===== config.mk =====
export PLATFORM = sky130hd
export DESIGN_NAME = alu_sequencer
export DESIGN_NICKNAME = d
export VERILOG_FILES = /design/src/rtl/alu_sequencer.sv
export SDC_FILE = /design/constraint.sdc
export NUM_CORES = 1
export LEC_CHECK = 0
export ABC_CLOCK_PERIOD_IN_PS = 23100
export CAP_MARGIN = 5
export CORE_MARGIN = 2
export CORE_UTILIZATION = 45
export CTS_CLUSTER_DIAMETER = 100
export DETAILED_ROUTE_END_ITERATION = 8
export GPL_TIMING_DRIVEN = 0
export HOLD_SLACK_MARGIN = 0.1
export PLACE_DENSITY = 0.88
export SLEW_MARGIN = 15
export SYNTH_ARGS = -nofsm -noshare
export SYNTH_HDL_FRONTEND = slang
export SYNTH_SLANG_ARGS = --single-unit

===== constraint.sdc =====
create_clock -name CLK -period 23.1 [get_ports CLK]
set_input_delay 4.62 -clock CLK [delete_from_list [all_inputs] [get_ports CLK]]
set_output_delay 4.62 -clock CLK [all_outputs]
set_load 0.02 [all_outputs]

===== src/rtl/alu_sequencer.sv =====
// Sequences LEGv8 ALU operations onto an external 64-bit ALU: single-cycle ops
// pass straight through, LSL is built from repeated self-additions (acc + acc).
module alu_sequencer #(
  parameter int SHAMT_W = 6
) (
  input  logic               CLK,
  input  logic               Reset,
  input  logic               ReqValid,
  output logic               ReqReady,
  input  logic [10:0]        Opcode,
  input  logic [63:0]        RegA,
  input  logic [63:0]        RegB,
  input  logic [SHAMT_W-1:0] Shamt,
  output logic [3:0]         ALUCtrl,
  output logic [63:0]        BusA,
  output logic [63:0]        BusB,
  input  logic [63:0]        BusW,
  input  logic               Zero,
  output logic               RspValid,
  input  logic               RspReady,
  output logic [63:0]        Result,
  output logic               ResultZero,
  output logic               Error
);

  typedef enum logic [1:0] {
    IDLE  = 2'd0,
    EXEC  = 2'd1,
    SHIFT = 2'd2,
    RESP  = 2'd3
  } state_t;

  localparam logic [3:0] CTRL_AND  = 4'b0000;
  localparam logic [3:0] CTRL_ORR  = 4'b0001;
  localparam logic [3:0] CTRL_ADD  = 4'b0010;
  localparam logic [3:0] CTRL_SUB  = 4'b0110;
  localparam logic [3:0] CTRL_PASS = 4'b0111;

  function automatic logic [3:0] op_ctrl(input logic [10:0] op);
    logic [3:0] ctrl;
    ctrl = CTRL_AND;
    casez (op)
      11'b10001011000: ctrl = CTRL_ADD;
      11'b11001011000: ctrl = CTRL_SUB;
      11'b10001010000: ctrl = CTRL_AND;
      11'b10101010000: ctrl = CTRL_ORR;
      11'b10110100???: ctrl = CTRL_PASS;
      default:         ctrl = CTRL_AND;
    endcase
    return ctrl;
  endfunction

  function automatic logic op_is_lsl(input logic [10:0] op);
    return op == 11'b11010011011;
  endfunction

  function automatic logic op_supported(input logic [10:0] op);
    logic ok;
    ok = 1'b0;
    casez (op)
      11'b10001011000, 11'b11001011000, 11'b10001010000,
      11'b10101010000, 11'b10110100???, 11'b11010011011: ok = 1'b1;
      default: ok = 1'b0;
    endcase
    return ok;
  endfunction

  state_t               state_q, state_d;
  logic [10:0]          opcode_q, opcode_d;
  logic [63:0]          a_q, a_d;      // doubles as the shift accumulator
  logic [63:0]          b_q, b_d;
  logic [SHAMT_W-1:0]   cnt_q, cnt_d;
  logic [63:0]          result_q, result_d;
  logic                 zero_q, zero_d;
  logic                 error_q, error_d;

  always_comb begin
    state_d  = state_q;
    opcode_d = opcode_q;
    a_d      = a_q;
    b_d      = b_q;
    cnt_d    = cnt_q;
    result_d = result_q;
    zero_d   = zero_q;
    error_d  = error_q;
    ReqReady = 1'b0;
    RspValid = 1'b0;
    ALUCtrl  = CTRL_AND;
    BusA     = '0;
    BusB     = '0;

    unique case (state_q)
      IDLE: begin
        ReqReady = ~Reset;
        if (ReqValid) begin
          opcode_d = Opcode;
          a_d      = RegA;
          b_d      = RegB;
          cnt_d    = Shamt;
          if (!op_supported(Opcode)) begin
            result_d = '0;
            zero_d   = 1'b0;
            error_d  = 1'b1;
            state_d  = RESP;
          end else if (op_is_lsl(Opcode) && (Shamt != '0)) begin
            state_d = SHIFT;
          end else begin
            state_d = EXEC;
          end
        end
      end

      EXEC: begin
        BusA = a_q;
        // LSL by zero degenerates to a pass-through of RegA on the B input.
        if (op_is_lsl(opcode_q)) begin
          ALUCtrl = CTRL_PASS;
          BusB    = a_q;
        end else begin
          ALUCtrl = op_ctrl(opcode_q);
          BusB    = b_q;
        end
        result_d = BusW;
        zero_d   = Zero;
        error_d  = 1'b0;
        state_d  = RESP;
      end

      SHIFT: begin
        ALUCtrl = CTRL_ADD;
        BusA    = a_q;
        BusB    = a_q;
        a_d     = BusW;
        cnt_d   = cnt_q - SHAMT_W'(1);
        if (cnt_q == SHAMT_W'(1)) begin
          result_d = BusW;
          zero_d   = Zero;
          error_d  = 1'b0;
          state_d  = RESP;
        end
      end

      RESP: begin
        RspValid = 1'b1;
        if (RspReady) begin
          state_d = IDLE;
        end
      end

      default: state_d = IDLE;
    endcase
  end

  always_ff @(posedge CLK or posedge Reset) begin
    if (Reset) begin
      state_q  <= IDLE;
      opcode_q <= '0;
      a_q      <= '0;
      b_q      <= '0;
      cnt_q    <= '0;
      result_q <= '0;
      zero_q   <= 1'b0;
      error_q  <= 1'b0;
    end else begin
      state_q  <= state_d;
      opcode_q <= opcode_d;
      a_q      <= a_d;
      b_q      <= b_d;
      cnt_q    <= cnt_d;
      result_q <= result_d;
      zero_q   <= zero_d;
      error_q  <= error_d;
    end
  end

  assign Result     = result_q;
  assign ResultZero = zero_q;
  assign Error      = error_q;

endmodule

# Word level (Yosys, flattened, before mapping)
# Cells that the tools add are included.
[op_classes]
n_bitwise = 1
n_mux = 33
n_eq_ne = 19
n_addsub = 1
n_reduce_logical = 11
[op_table]
columns = ["operator", "n"]
rows = [
  ["two-way mux 64 bit", 6],
  ["case mux 64 bit (2 select lines)", 2],
  ["case mux 64 bit (3 select lines)", 1],
  ["equality test 11 bit, second input constant", 9],
  ["equality test 8 bit, second input constant", 2],
  ["case mux 3 bit (4 select lines)", 1],
  ["case mux 6 bit (2 select lines)", 1],
  ["two-way mux 1 bit", 11],
  ["two-way mux 2 bit", 5],
  ["!= test 2 bit, second input constant", 4],
  ["case mux 2 bit (4 select lines)", 1],
  ["equality test 6 x 1 -> 1 bit, second input constant", 1],
  ["two-way mux 6 bit", 1],
  ["case mux 1 bit (3 select lines)", 2],
  ["case mux 3 bit (2 select lines)", 1],
  ["nonzero test 6 bit", 1],
  ["OR reduction 6 bit", 1],
  ["subtractor 6 x 1 -> 6 bit, second input constant", 1],
  ["equality test 2 bit, second input constant", 2],
  ["AND reduction 2 bit", 2],
  ["AND reduction 4 bit", 1],
  ["two-way mux 3 bit", 1],
  ["AND reduction 3 bit", 1],
  ["nonzero test 3 bit", 1],
  ["6 further kinds", 6],
]
[totals]
input_bits = 214
wordCells = 73
reg_bits = 213
out_inout_bits = 200

# Longest topological paths before layout
# Gate-level depths: netlist of the first run.
[depth]
word_depth = 8
depth_mapped = 10
mapped_depth_nobuf = 7

# Least setup slack after synthesis of the first run
# No wires, ideal clock.
[synth_timing]
path_type = "in2out"
from = "input Reset"
to = "output ReqReady"
t_required_ns = 18.480
t_arrival_ns = 4.924
n_path_buf = 0
setup_slack_ns = 13.556
path_stages = 1
path_cell_list = "nor2b_1"
[synth_via]
elab_chain_cells = 2
[synth_lines]
columns = ["element", "line_no", "rtl"]
rows = [
  ["from (decl)", "7", "input logic Reset,"],
  ["inverter 1 bit", "94", "ReqReady = ~Reset;"],
  ["two-way mux 1 bit", "92", "unique case (state_q)"],
  ["to (decl)", "9", "output logic ReqReady,"],
]
# No other way between the ends.

# Worst setup path in the final report of the first run
# Same ends and word-level chain as after synthesis.

==> flow_summary_export.csv, run 1 <==
group,metric,value,unit
logic_synthesis,yosys_warnings,0,
pwr,leakage,0.00695,uW
floorplanning,io_pins,414,
placed_design,pre_cts_slack,12.58,ns
critical_path,cp_slowest_stage_delay,0.61,ns
pwr,power_density,173,nW/um^2
critical_path,crit_chain,"clkdlybuf4s50_1, nor2b_1, clkdlybuf4s50_1",
critical_path,r2r_start,"state_q[0]$_DFFE_PP0P_",
logic_synthesis,ys_ff_latch,213,
timing,min_period,10.54,ns
timing,hold_violations,0,
drt,wl_per_cell,23.9,um
clocking,hold_buffers,0,
placed_design,hpwl,36200,um
critical_path,cp-start-kind,"input pin",
logic_synthesis,synth_nets,1453,
clocking,cts_tree,"yes",
critical_path,rr_endpoint,"Result[16]$_DFFE_PP0P_",
critical_path,crit_top_cell,"clkdlybuf4s50_1",
critical_path,critPathSlowestCell,"clkdlybuf4s50_1",
worst_hold_path,hold-path-cell-count,2,
run_status,status,"complete, no violations",
timing,slew_viol_final,0,
critical_path,worst_ep_arrival_time,5.92,ns
clocking,h-tree-depth,1,
critical_path,path_buf_inv,2,
final_layout,finalNetCount,1892,
floorplanning,initial_utilization,45.9,%
critical_path,rr_worst_depth,10,
floorplanning,num_rows,58,
timing,max_freq,0.0949,GHz
pwr,ir_worst_vdd,102,uV
drt,drt-total-wl,48300,um
grt,grt_max_degree,113,
timing,post-route-worst-setup-slack,12.56,ns
critical_path,end_kind,"output pin",
clocking,postCtsSetupBuffers,0,
grt,grt_pass1_vias,11600,
placed_design,place.port_buffers,412,
timing,tns,0,ns
grt,grtUsageTotal,34.4,%
logic_synthesis,syn_inst,1232,
placed_design,post_dp_cell_area,16100,um^2
critical_path,rrSetupSlack,19.25,ns
clocking,cts_buffer_depth,3,
grt,grt_pass1_wl,70100,um
drt,route.detailed.drc,0,
timing,period_share,45.6,%
floorplanning,die_x,164,um
floorplanning,design.core.area,25200,um^2
final_layout,drive_gt1_share,7.99,%
logic_synthesis,avgSynthCellArea,9.38,um^2
critical_path,crit_family,"buffers and inverters",
placed_design,gp_congestion,0.939,
floorplanning,die-area,27000,um^2
worst_hold_path,whs_endpoint,"a_q[17]$_DFFE_PP0P_",
logic_synthesis,ys_seq_area_share,46.1,%
logic_synthesis,syn_area,11600,um^2
worst_hold_path,min_from,"a_q[17]$_DFFE_PP0P_",
timing,rsz0062_at_grt,"false",
final_layout,fin_area,17000,um^2
critical_path,crit_type,"input pin to output pin",
clocking,insertion_delay,0.53,ns
critical_path,required,18.48,ns
drt,vias_per_cell,5.97,
floorplanning,die_height,164,um
timing,max_slew_margin,13.2,%
drt,drtAntennaViolNets,0,
logic_synthesis,synth_cell_types,51,
grt,gr-total-overflow,0,
clocking,numCtsBuffers,24,
clocking,clkSinkCount,213,
clocking,root_buffer,"clkbuf_16",
timing,fin_skew,0.0115,ns
drt,detail_route.first_pass.iterations,5,
clocking,post_cts_resized,0,
clocking,clkTransAtPathRegs,0.06,ns
timing,setup_violations,0,
grt,antenna_found_initial,4,
timing,tightest_slew,1.30,ns
worst_hold_path,worstHoldPathType,"flop to flop",
drt,vias,12100,
final_layout,synthToLayoutAreaGrowth,47.2,%
critical_path,crit_fanout,2,
drt,drt_iter0_markers,1275,
run,cap_viol_max_count,0,
[power by group]
group,switching (uW),internal (uW)
registers,150,574
logic,1050,738
clock network,171,248
[cells in the mapped netlist (all sizes together)]
library cell / count / area [um^2]
a41oi: 1 / 8.76
o22ai: 1 / 6.26
o22a: 1 / 8.76
nand4b: 1 / 8.76
a22o: 64 / 561
a211o: 1 / 8.76
nand4: 2 / 12.5
and4: 1 / 8.76
a221o: 1 / 10.0
clkbuf: 103 / 387
a21o: 1 / 7.51
mux2i: 65 / 651
o211ai: 1 / 7.51
nand2b: 1 / 6.26
nand3: 4 / 20.0
o31ai: 1 / 7.51
a21oi: 11 / 55.1
inv: 74 / 278
or4b: 1 / 10.0
nor4b: 2 / 17.5
nor3: 5 / 25.0
a31oi: 67 / 419
nor2b: 3 / 18.8
dfrtp: 213 / 5330
or3: 3 / 18.8
and4b: 2 / 20.0
conb: 1 / 3.75
o21a: 1 / 7.51
mux2: 74 / 833
nor3b: 2 / 15.0
nand2: 142 / 533
buf: 20 / 129
and2: 64 / 400
nor4: 127 / 795
o311a: 1 / 10.0
nor4bb: 2 / 20.0
or3b: 1 / 8.76
and3: 2 / 17.5
a211oi: 2 / 15.0
o21ai: 138 / 691
a21bo: 1 / 10.0
clkinv: 1 / 3.75
ha: 7 / 87.6
nor2: 15 / 56.3
or4: 1 / 7.51
[cell families after synthesis]
| logic type | synth area share [%] |
|---|---|
| compound gates | 15.9 |
| buf+inv | 6.90 |
| other cells | 0.0325 |
| mux | 12.8 |
| fa+ha+maj | 0.758 |
| simple gates | 17.5 |
| flops | 46.1 |
[layout by cell type (no fill, tap or decap), types with 4 or more instances in the layout]
cell type	Yosys	layout
o21ai_1	51	51
nand2_1	142	142
buf_2	4	4
buf_1	9	9
dfrtp_1	213	213
nand3_1	4	4
ha_1	7	7
clkinvlp_4	0	6
mux2_2	74	74
clkbuf_1	103	104
and2_1	64	64
buf_6	6	6
nor2_1	15	14
mux2i_1	65	65
o21ai_0	87	87
nor4_1	127	127
clkbuf_16	0	24
inv_1	72	71
a22o_1	64	64
a31oi_1	67	67
bufinv_16	0	4
diode_2	0	4
a21oi_1	11	11
nor3_1	5	5
clkdlybuf4s50_1	0	412
[state kept, by name, indices dropped and copies added, names as in the netlist]
register	flops
state_q	2
Result	64
cnt_q	6
Error	1
a_q	64
ResultZero	1
opcode_q	11
b_q	64
[through the flow]
step           hold slack (ns)  utilization (%)  instances  total power [uW]
3_3_place_gp             0.481             63.9       1974              2420
4_1_cts                  0.508             67.5       2019              2900
3_5_place_dp             0.494             64.0       1975              2470
2_1_floorplan            0.464                -       1232              1700
5_1_grt                  0.517             67.5       2022              3080
6_report                 0.508             67.5       2023              2930
[layer usage]
layer  track usage (%)  wire length, um
met2              54.5            22400
met5                 0                0
met3              7.42             4510
met1              45.0            19200
met4              15.7             2240
[worst register-to-register path, cell delays in order, from the launching register on]
cell and delay (ns):
dfrtp_1 0.44, inv_1 0.14, ha_1 0.15, clkbuf_1 0.20, clkinv_1 0.27, a31oi_1 0.75, clkbuf_1 0.58, clkbuf_1 0.51
nor4_1 0.11, a31oi_1 0.42, o21ai_1 0.13
[layout make-up]
class,instances,area (um^2)
fill,1888,8180
multi-input combinational,821,5430
sequential,213,5330
timing repair buffer,413,4150
clock buffer,28,646
buffer,123,515
tap,330,413
inverter,75,289
clock inverter,16,221
antenna,4,10.0
[worst max path at each step]
stage,start,end,slack (ns),cells past startpoint
floorplan,Reset,Error$_DFFE_PP0P_,12.66,1
global placement,Reset,a_q[13]$_DFFE_PP0P_,9.82,2
finish,Reset,ReqReady,12.56,3
CTS,Reset,ReqReady,12.58,3
detailed placement,Reset,ReqReady,12.58,3
global route,Reset,ReqReady,12.51,3
Note: power is estimated with default switching activity, not from simulation.
==> run 2, diff against run 1 <==
- ABC_CLOCK_PERIOD_IN_PS: 23100 -> 8950
- CORE_UTILIZATION: 45 -> 41
- PLACE_DENSITY: 0.88 -> 0.85
- clock period: 23.1 -> 8.95 ns (I/O delays scaled with it)
==> run 2 against run 1 <==
Non-clock buffer count grew 3; design area up 0.21%; sequential share of layout area down 0.064 points; total power rose to 2.5 times the previous value; highest routed layer unchanged.
==> flow_summary_export.csv, run 2 (synthesis results as in run 1) <==
group,metric,value,unit
clocking,cts_buffer_depth,3,
critical_path,cp_slowest_stage_delay,0.89,ns
drt,wl_per_cell,22.2,um
clocking,clkTransAtPathRegs,0.06,ns
pwr,ir_worst_vdd,230,uV
placed_design,gp_congestion,0.885,
pwr,seqPwrFrac,24.7,%
timing,hold_violations,0,
pwr,p_sw,3440,uW
final_layout,fillers,2325,
final_layout,antennaDiodeCount,0,
clocking,postCtsSetupBuffers,0,
timing,tightest_slew,1.14,ns
pwr,p_int,3980,uW
clocking,numCtsBuffers,24,
critical_path,path_buf_inv,2,
pwr,leakage,0.00697,uW
final_layout,finish.utilization,61.3,%
critical_path,crit_chain,"nor4bb_1, and4_1, a21oi_1, nor2_2, clkbuf_1, a22o_1, clkdlybuf4s50_1",
grt,grt_pass1_wl,67300,um
timing,fin_skew,0.0168,ns
pwr,switching_share,46.3,%
floorplanning,io_pins,414,
critical_path,crit_type,"flop to output pin",
pwr,power.share.combinational,61.7,%
final_layout,finalNetCount,1895,
grt,grtUsageTotal,29.8,%
timing,tns,0,ns
grt,gr-total-overflow,0,
grt,grt_max_degree,85,
floorplanning,die_height,172,um
run,cap_viol_max_count,0,
pwr,clockPowerShare,13.6,%
critical_path,cp-start-kind,"flop",
critical_path,end_kind,"output pin",
clocking,insertion_delay,0.53,ns
clocking,cts_tree,"yes",
grt,grt_pass1_vias,11800,
timing,max_freq,0.169,GHz
critical_path,critPathSlowestCell,"clkbuf_1",
clocking,clkSinkCount,213,
worst_hold_path,worstHoldPathType,"flop to flop",
timing,slew_viol_final,0,
final_layout,drive_gt1_share,8.10,%
floorplanning,die_x,172,um
placed_design,place.port_buffers,412,
clocking,post_cts_resized,0,
drt,detail_route.first_pass.iterations,5,
clocking,root_buffer,"clkbuf_16",
floorplanning,num_rows,61,
drt,drtAntennaViolNets,0,
final_layout,synthToLayoutAreaGrowth,47.5,%
drt,vias,11800,
critical_path,crit_fanout,10,
final_layout,final_common_cell,"clkdlybuf4s50_1",
timing,setup_violations,0,
drt,route.detailed.drc,0,
drt,drt-total-wl,46000,um
run_status,status,"complete, no violations",
critical_path,required,7.16,ns
drt,vias_per_cell,5.70,
timing,rsz0062_at_grt,"false",
drt,drt_iter0_markers,871,
critical_path,worst_ep_arrival_time,4.14,ns
clocking,hold_buffers,0,
placed_design,hpwl,34300,um
timing,period_share,66.3,%
floorplanning,die-area,29500,um^2
floorplanning,design.core.area,27800,um^2
critical_path,crit_family,"buffers and inverters",
final_layout,final_cell_mix,"clkdlybuf4s50_1, dfrtp_1, nand2_1",
floorplanning,initial_utilization,41.6,%
final_layout,final_cell_count_no_fill,2070,
timing,max_slew_margin,24.2,%
pwr,power_density,436,nW/um^2
placed_design,dp.cells,2026,
grt,antenna_found_initial,0,
clocking,h-tree-depth,1,
timing,min_period,5.93,ns
## run 2: cell count changes in the layout (fill, tap and decap cells not counted), moves of 2 or more
cell / change
diode_2: -4
clkbuf_8: +3
clkinvlp_4: -4
clkbuf_1: +2
buf_6: +2
clkinv_2: +6
bufinv_16: -3
clkinv_4: -3
## run 2: final timing paths
path | to | startpoint | slack [ns] | cells past startpoint
min in group asynchronous | b_q[37]$_DFFE_PP0P_ | Reset | 1.73 | 2
max in group asynchronous | Result[1]$_DFFE_PP0P_ | Reset | 6.40 | 3
min reg2reg | a_q[16]$_DFFE_PP0P_ | a_q[16]$_DFFE_PP0P_ | 0.50 | 2
max | BusB[63] | opcode_q[8]$_DFFE_PP0P_ | 3.02 | 7
max reg2reg | a_q[53]$_DFFE_PP0P_ | state_q[0]$_DFFE_PP0P_ | 4.94 | 10
min | a_q[16]$_DFFE_PP0P_ | a_q[16]$_DFFE_PP0P_ | 0.50 | 2
## run 2: area by class of cell
type	instances	area, um^2	share of cell area, %
multi-input combinational	821	5430	31.9
sequential	213	5330	31.3
timing repair buffer	416	4200	24.7
clock buffer	34	719	4.22
buffer	123	515	3.02
tap	378	473	2.78
inverter	75	289	1.70
clock inverter	10	80.1	0.470
## run 2: metal layers
layer / track usage, % / part of all wire (%)
met5: 0 / 0
met4: 11.8 / 4.4
met3: 7.00 / 9.5
met2: 51.0 / 48
met1: 36.3 / 38
## run 2: power by group through the flow
| stage | clock network (uW) | registers, uW | logic (uW) |
|---|---|---|---|
| final | 1010 | 1830 | 4590 |
| after global routing | 1050 | 1880 | 4910 |
| after CTS | 1020 | 1820 | 4560 |
| after detailed placement | 0 | 1830 | 4540 |
| after global placement | 0 | 1810 | 4420 |
| after floorplan | 0 | 1910 | 2480 |
## run 2: worst min-delay path, delay by kind of cell, from the launching register on
family | cells | cell delay, ns
compound gates | 1 | 0.06
flops | 1 | 0.35
simple gates | 1 | 0.05
## run 2: through the flow
stage / instance area, um^2 / total power, uW / hold WS [ns] / setup slack [ns]
2_1_floorplan: 11600 / 4390 / 0.464 / 1.34
3_3_place_gp: 16200 / 6230 / 0.477 / -1.63
3_5_place_dp: 16200 / 6370 / 0.487 / 3.70
4_1_cts: 17000 / 7400 / 0.501 / 3.15
5_1_grt: 17000 / 7850 / 0.522 / 2.97
6_report: 17000 / 7430 / 0.496 / 3.02
==> RTL edit 1, RTL diff (flow settings as in run 1) <==
The 4 states of `state_t` get a Gray code encoding in 2 bits.
--- a/src/rtl/alu_sequencer.sv
+++ b/src/rtl/alu_sequencer.sv
@@ -26,6 +26,6 @@
   typedef enum logic [1:0] {
-    IDLE  = 2'd0,
-    EXEC  = 2'd1,
-    SHIFT = 2'd2,
-    RESP  = 2'd3
+    IDLE  = 2'b00,
+    EXEC  = 2'b01,
+    SHIFT = 2'b11,
+    RESP  = 2'b10
   } state_t;
Check against the original RTL: no difference found for any inputs over 4 cycles, from zero or initial values and one cycle with Reset high; so few cycles prove little.
==> RTL edit 1 against run 1 <==
- wire length down 8.4%
- area after synthesis down 5.5%
- setup slack worse by 96 ps
- cell area down 3.9%
- core utilization up 0.27 points
- non-clock buffer count down 35
- sequential cell count unchanged
- largest cell class is now flip-flops and latches
Power is not compared: it rests on default switching activity, and its combinational part moved more than twofold at a synthesized area within 25%.
==> RTL edit 1: results (changes against run 1) <==
| Metric | Value |
|---|---|
| Outcome | finished clean |
| Final Wtd Congestion | 0.911 (-3.0%) |
| Fraction of layout cells with a size suffix above 1 | 0.152 (+0.0721) |
| Syn avg cell area | 9.54 um2 (+1.7%) |
| Metal3 WL | 4310 um (-4.4%) |
| Syn Nets | 1,361 (-6.3%) |
| Critical path startpoint | Reset |
| WP data arrival | 6010 ps (+90 ps) |
| Critical path peak fanout | 2 (unchanged) |
| Post-cts resize count | 0 (unchanged) |
| Routed via count | 10,800 (-10%) |
| First-pass GRT wire length | 66,200 um (-5.6%) |
| R2R setup slack | 20,690 ps (+1440 ps) |
| Post-synth cell types | 57 (+12%) |
| WL final | 44,300 um (-8.4%) |
| F_max | 94.0 MHz (-0.90%) |
| Hpwl dp | 31,800 um (-12%) |
| Setup Buffers After CTS | 0 (unchanged) |
| R2r endpoint | a_q[6] |
| Slew @ Worst Pin | 869 ps (-428 ps) |
| Met2 Use GR | 0.557 (+0.0114) |
| Pleak | 0.00713 uW |
| Initial antenna violation count | 1 (-3) |
| Net count, final | 1,802 (-4.8%) |
| Clk_skew | 15.8 ps (+4.23 ps) |
| CP delay by family, top | buffers and inverters |
| GR Util met3 | 0.0914 (+0.0172) |
| # Max-Cap Violations | 0 (unchanged) |
| Complex-gate fraction of the synthesized area | 0.174 (+0.0155) |
| Largest net degree at the start of global routing | 90 (-20%) |
| Total track usage | 0.337 (-0.00665) |
| Num CTS Buffers | 25 (+4.2%) |
| Met1 Use GR | 0.404 (-0.0467) |
| Skew-Pair Late Insertion Delay | 530 ps (about the same) |
| Post-synthesis adder-cell area fraction | 0.00229 (-0.00529) |
| Slowest Stage Delay on Critical Path | 650 ps (+40 ps) |
| Hold Crit Class | register to register |
| Top post-synthesis cells by count | nand2_1, dfrtp_1, a22o_1, and2_1 |
| Worst IR drop on VDD | 0.0575 mV |
| Reg clk slew, reported paths | 60 ps (about the same) |
| Sequential area share after synthesis | 0.488 (+0.0268) |
| Wl on met1 | 16,700 um (-13%) |
| Post-synthesis mux area share | 0.0448 (-0.0836) |
| Area after DPL | 0.0155 mm2 (-3.8%) |
| Routed wire length on met2 | 20,800 um (-7.1%) |
| Cell count of the worst reg-to-reg path | 6 (-4) |
| Initial DRC count | 846 (-34%) |
| Final cell count without fillers | 1,930 (-4.6%) |
| CP Capture Point | ReqReady |
| Top post-synthesis cells by area | dfrtp_1, nand2_1, a21boi_2, a22o_1, and2_1 |
| Detailed Routing Iterations Pass 1 | 5 (unchanged) |
| Pre-CTS WS | 12,480 ps (-102 ps) |
==> RTL edit 1: changes by cell type after synthesis, moves of 51 or more <==
cell | run 1 | this run
nand2_1 | 142 | 406
nor4_1 | 127 | 2
clkbuf_1 | 103 | 33
inv_1 | 72 | 6
a31oi_1 | 67 | 2
o21ai_0 | 87 | 26
a21boi_2 | 0 | 60
nand2_2 | 0 | 60
mux2_2 | 74 | 23
o21ai_1 | 51 | 0
==> RTL edit 1: how the worst min path moves through the flow <==
| stage | start | to | slack [ps] | cells past startpoint |
|---|---|---|---|---|
| 6_report | b_q[20] | b_q[20] | 480 | 2 |
| 5_1_grt | b_q[38] | b_q[38] | 500 | 2 |
| 4_1_cts | b_q[25] | b_q[25] | 480 | 2 |
| 3_5_place_dp | b_q[25] | b_q[25] | 460 | 2 |
| 3_3_place_gp | b_q[13] | b_q[13] | 460 | 2 |
| 2_1_floorplan | b_q[0] | b_q[0] | 450 | 2 |
==> RTL edit 1: cell families (layout without fill, tap and decap cells) <==
family          after synthesis  in the layout
flops                       213            213
buf+inv                      93            553
mux                          46             46
other cells                   1              2
fa+ha+maj                     2              2
simple gates                572            572
compound gates              218            218
==> RTL edit 1: cell type report <==
| class | instances | area [um2] |
|---|---|---|
| Inverter | 6 | 30.0 |
| Tap cell | 324 | 405 |
| Antenna cell | 1 | 2.50 |
| Clock inverter | 9 | 109 |
| Multi-Input combinational cell | 839 | 5010 |
| Timing Repair Buffer | 414 | 4180 |
| Buffer | 87 | 557 |
| Sequential cell | 213 | 5330 |
| Fill cell | 1838 | 7760 |
| Clock buffer | 37 | 721 |
==> RTL edit 1: power breakdown <==
| group | switching [uW] | internal [uW] |
|---|---|---|
| registers | 110 | 494 |
| logic | 303 | 197 |
| clock network | 163 | 239 |
| total | 576 | 930 |
==> RTL edit 2, RTL diff (config.mk and constraints of run 1) <==
Made on the original files. Set the parameter `SHAMT_W` to 3 (it was 6).
--- a/src/rtl/alu_sequencer.sv
+++ b/src/rtl/alu_sequencer.sv
@@ -3,3 +3,3 @@
 module alu_sequencer #(
-  parameter int SHAMT_W = 6
+  parameter int SHAMT_W = 3
 ) (
Ports: changed (resized Shamt); port bits go from 414 to 411. The function was not compared with the original's and may differ.
==> RTL edit 2 against run 1 <==
- sequential cell count down 3
- setup slack gained 56 ps
- clock skew rose by 14 ps
- sequential share of layout area up 0.72 points
- area after synthesis decreased by 4.2%
- core utilization increased by 0.056 points
- power decreased by 1.8%
- hold slack got worse by 19 ps
- wire length fell by 11%
- sequential power about the same
- via count is 8.4% lower
- cell area is 3.6% lower
- critical path type unchanged
- largest cell class unchanged
- largest power group unchanged
==> RTL edit 2: results (changes against run 1) <==
| Metric | Value |
|---|---|
| Port bufs | 409 (-0.73%) |
| Top post-synthesis cells by area | dfrtp_1, mux2_2, mux2i_1, a22o_1, a22oi_1 |
| First-pass GRT wire length | 64,900 um (-7.4%) |
| Num CTS Buffers | 23 (-4.2%) |
| Top post-synthesis cells by count | dfrtp_1, nand3_1, clkbuf_1, mux2_2, nand2_1 |
| Vias in the first global route | 11,200 (-3.2%) |
| Wl on met1 | 16,700 um (-13%) |
| Cell-internal power | 1580 uW (+1.4%) |
| Routed wire length on met2 | 21,000 um (-6.4%) |
| Cell count of the worst reg-to-reg path | 9 (-1) |
| Met1 Use GR | 0.403 (-0.0479) |
| Post-synth cell types | 45 (-12%) |
| Via/cell ratio | 6.04 (+1.1%) |
| Worst IR drop on VDD | 0.0795 mV (-22%) |
| Net count, final | 1,708 (-9.7%) |
| Pleak | 0.00663 uW (-4.6%) |
| Initial antenna violation count | 2 (-2) |
| Area after DPL | 0.0156 mm2 (-3.2%) |
| Clk_skew | 25.4 ps (+13.8 ps) |
| Ys async rst share | 1.00 (unchanged) |
| Met2 Use GR | 0.544 (-0.00195) |
| Metal3 WL | 3710 um (-18%) |
| Fraction of layout cells with a size suffix above 1 | 0.0936 (+0.0137) |
| Max-slew headroom | 0.204 (+0.0722) |
| Pre-CTS WS | 12,620 ps (+45.0 ps) |
| Final Wtd Congestion | 0.925 (-1.4%) |
| Syn Nets | 1,273 (-12%) |
| Sequential area share after synthesis | 0.475 (+0.0133) |
| Outcome | finished clean |
| Wire per inst | 23.6 um (-1.2%) |
| Clock group | 381 uW (-9.1%) |
| Logic pwr share | 0.617 (+0.007) |
| GR Util met3 | 0.0674 (-0.00684) |
| Total track usage | 0.322 (-0.0218) |
==> RTL edit 2: changes by cell type after synthesis, moves of 51 or more <==
cell	before	now
nor4_1	127	0
a31oi_1	67	0
o21ai_1	51	0
nand2_1	142	72
inv_1	72	8
nand3_1	4	93
a22oi_1	0	66
==> RTL edit 2: worst min-delay path, cell delays in order (launching register included) <==
cell	delay (ps)
dfrtp_1	350
nand2_1	50
o21ai_0	60
==> RTL edit 2: worst paths after layout <==
| check | startpoint | endpoint | slack, ps |
|---|---|---|---|
| hold / removal | cnt_q[1] | cnt_q[1] | 490 |
| hold reg to reg | cnt_q[1] | cnt_q[1] | 490 |
| setup / recovery | Reset | ReqReady | 12620 |
| max in group asynchronous | Reset | b_q[36] | 17470 |
| min in group asynchronous | Reset | b_q[4] | 4610 |
| setup reg to reg | state_q[0] | Result[2] | 19880 |
==> RTL edit 2: logic make-up after synthesis <==
logic type | synth area share
buffers and inverters | 0.0400
AO/OA/AOI/OAI | 0.197
adder cells (fa/ha/maj) | 0.00791
multiplexers | 0.135
AND/OR/NAND/NOR | 0.145
flip-flops | 0.475
other | 0.000339
==> RTL edit 2: through the flow <==
| step | total power (uW) | instances |
|---|---|---|
| floorplan | 1730 | 1055 |
| global placement | 2420 | 1788 |
| detailed placement | 2480 | 1789 |
| CTS | 2870 | 1830 |
| global route | 3030 | 1831 |
| finish | 2880 | 1832 |
==> RTL edit 2: final cells by class <==
cell class / instances / area (um2)
clock buffer: 35 / 711
timing repair buffer: 410 / 4120
clock inverter: 6 / 61.3
sequential: 210 / 5260
buffer: 101 / 413
antenna: 2 / 5.00
fill: 1839 / 7860
tap: 324 / 405
multi-input combinational: 736 / 5380
inverter: 8 / 37.5
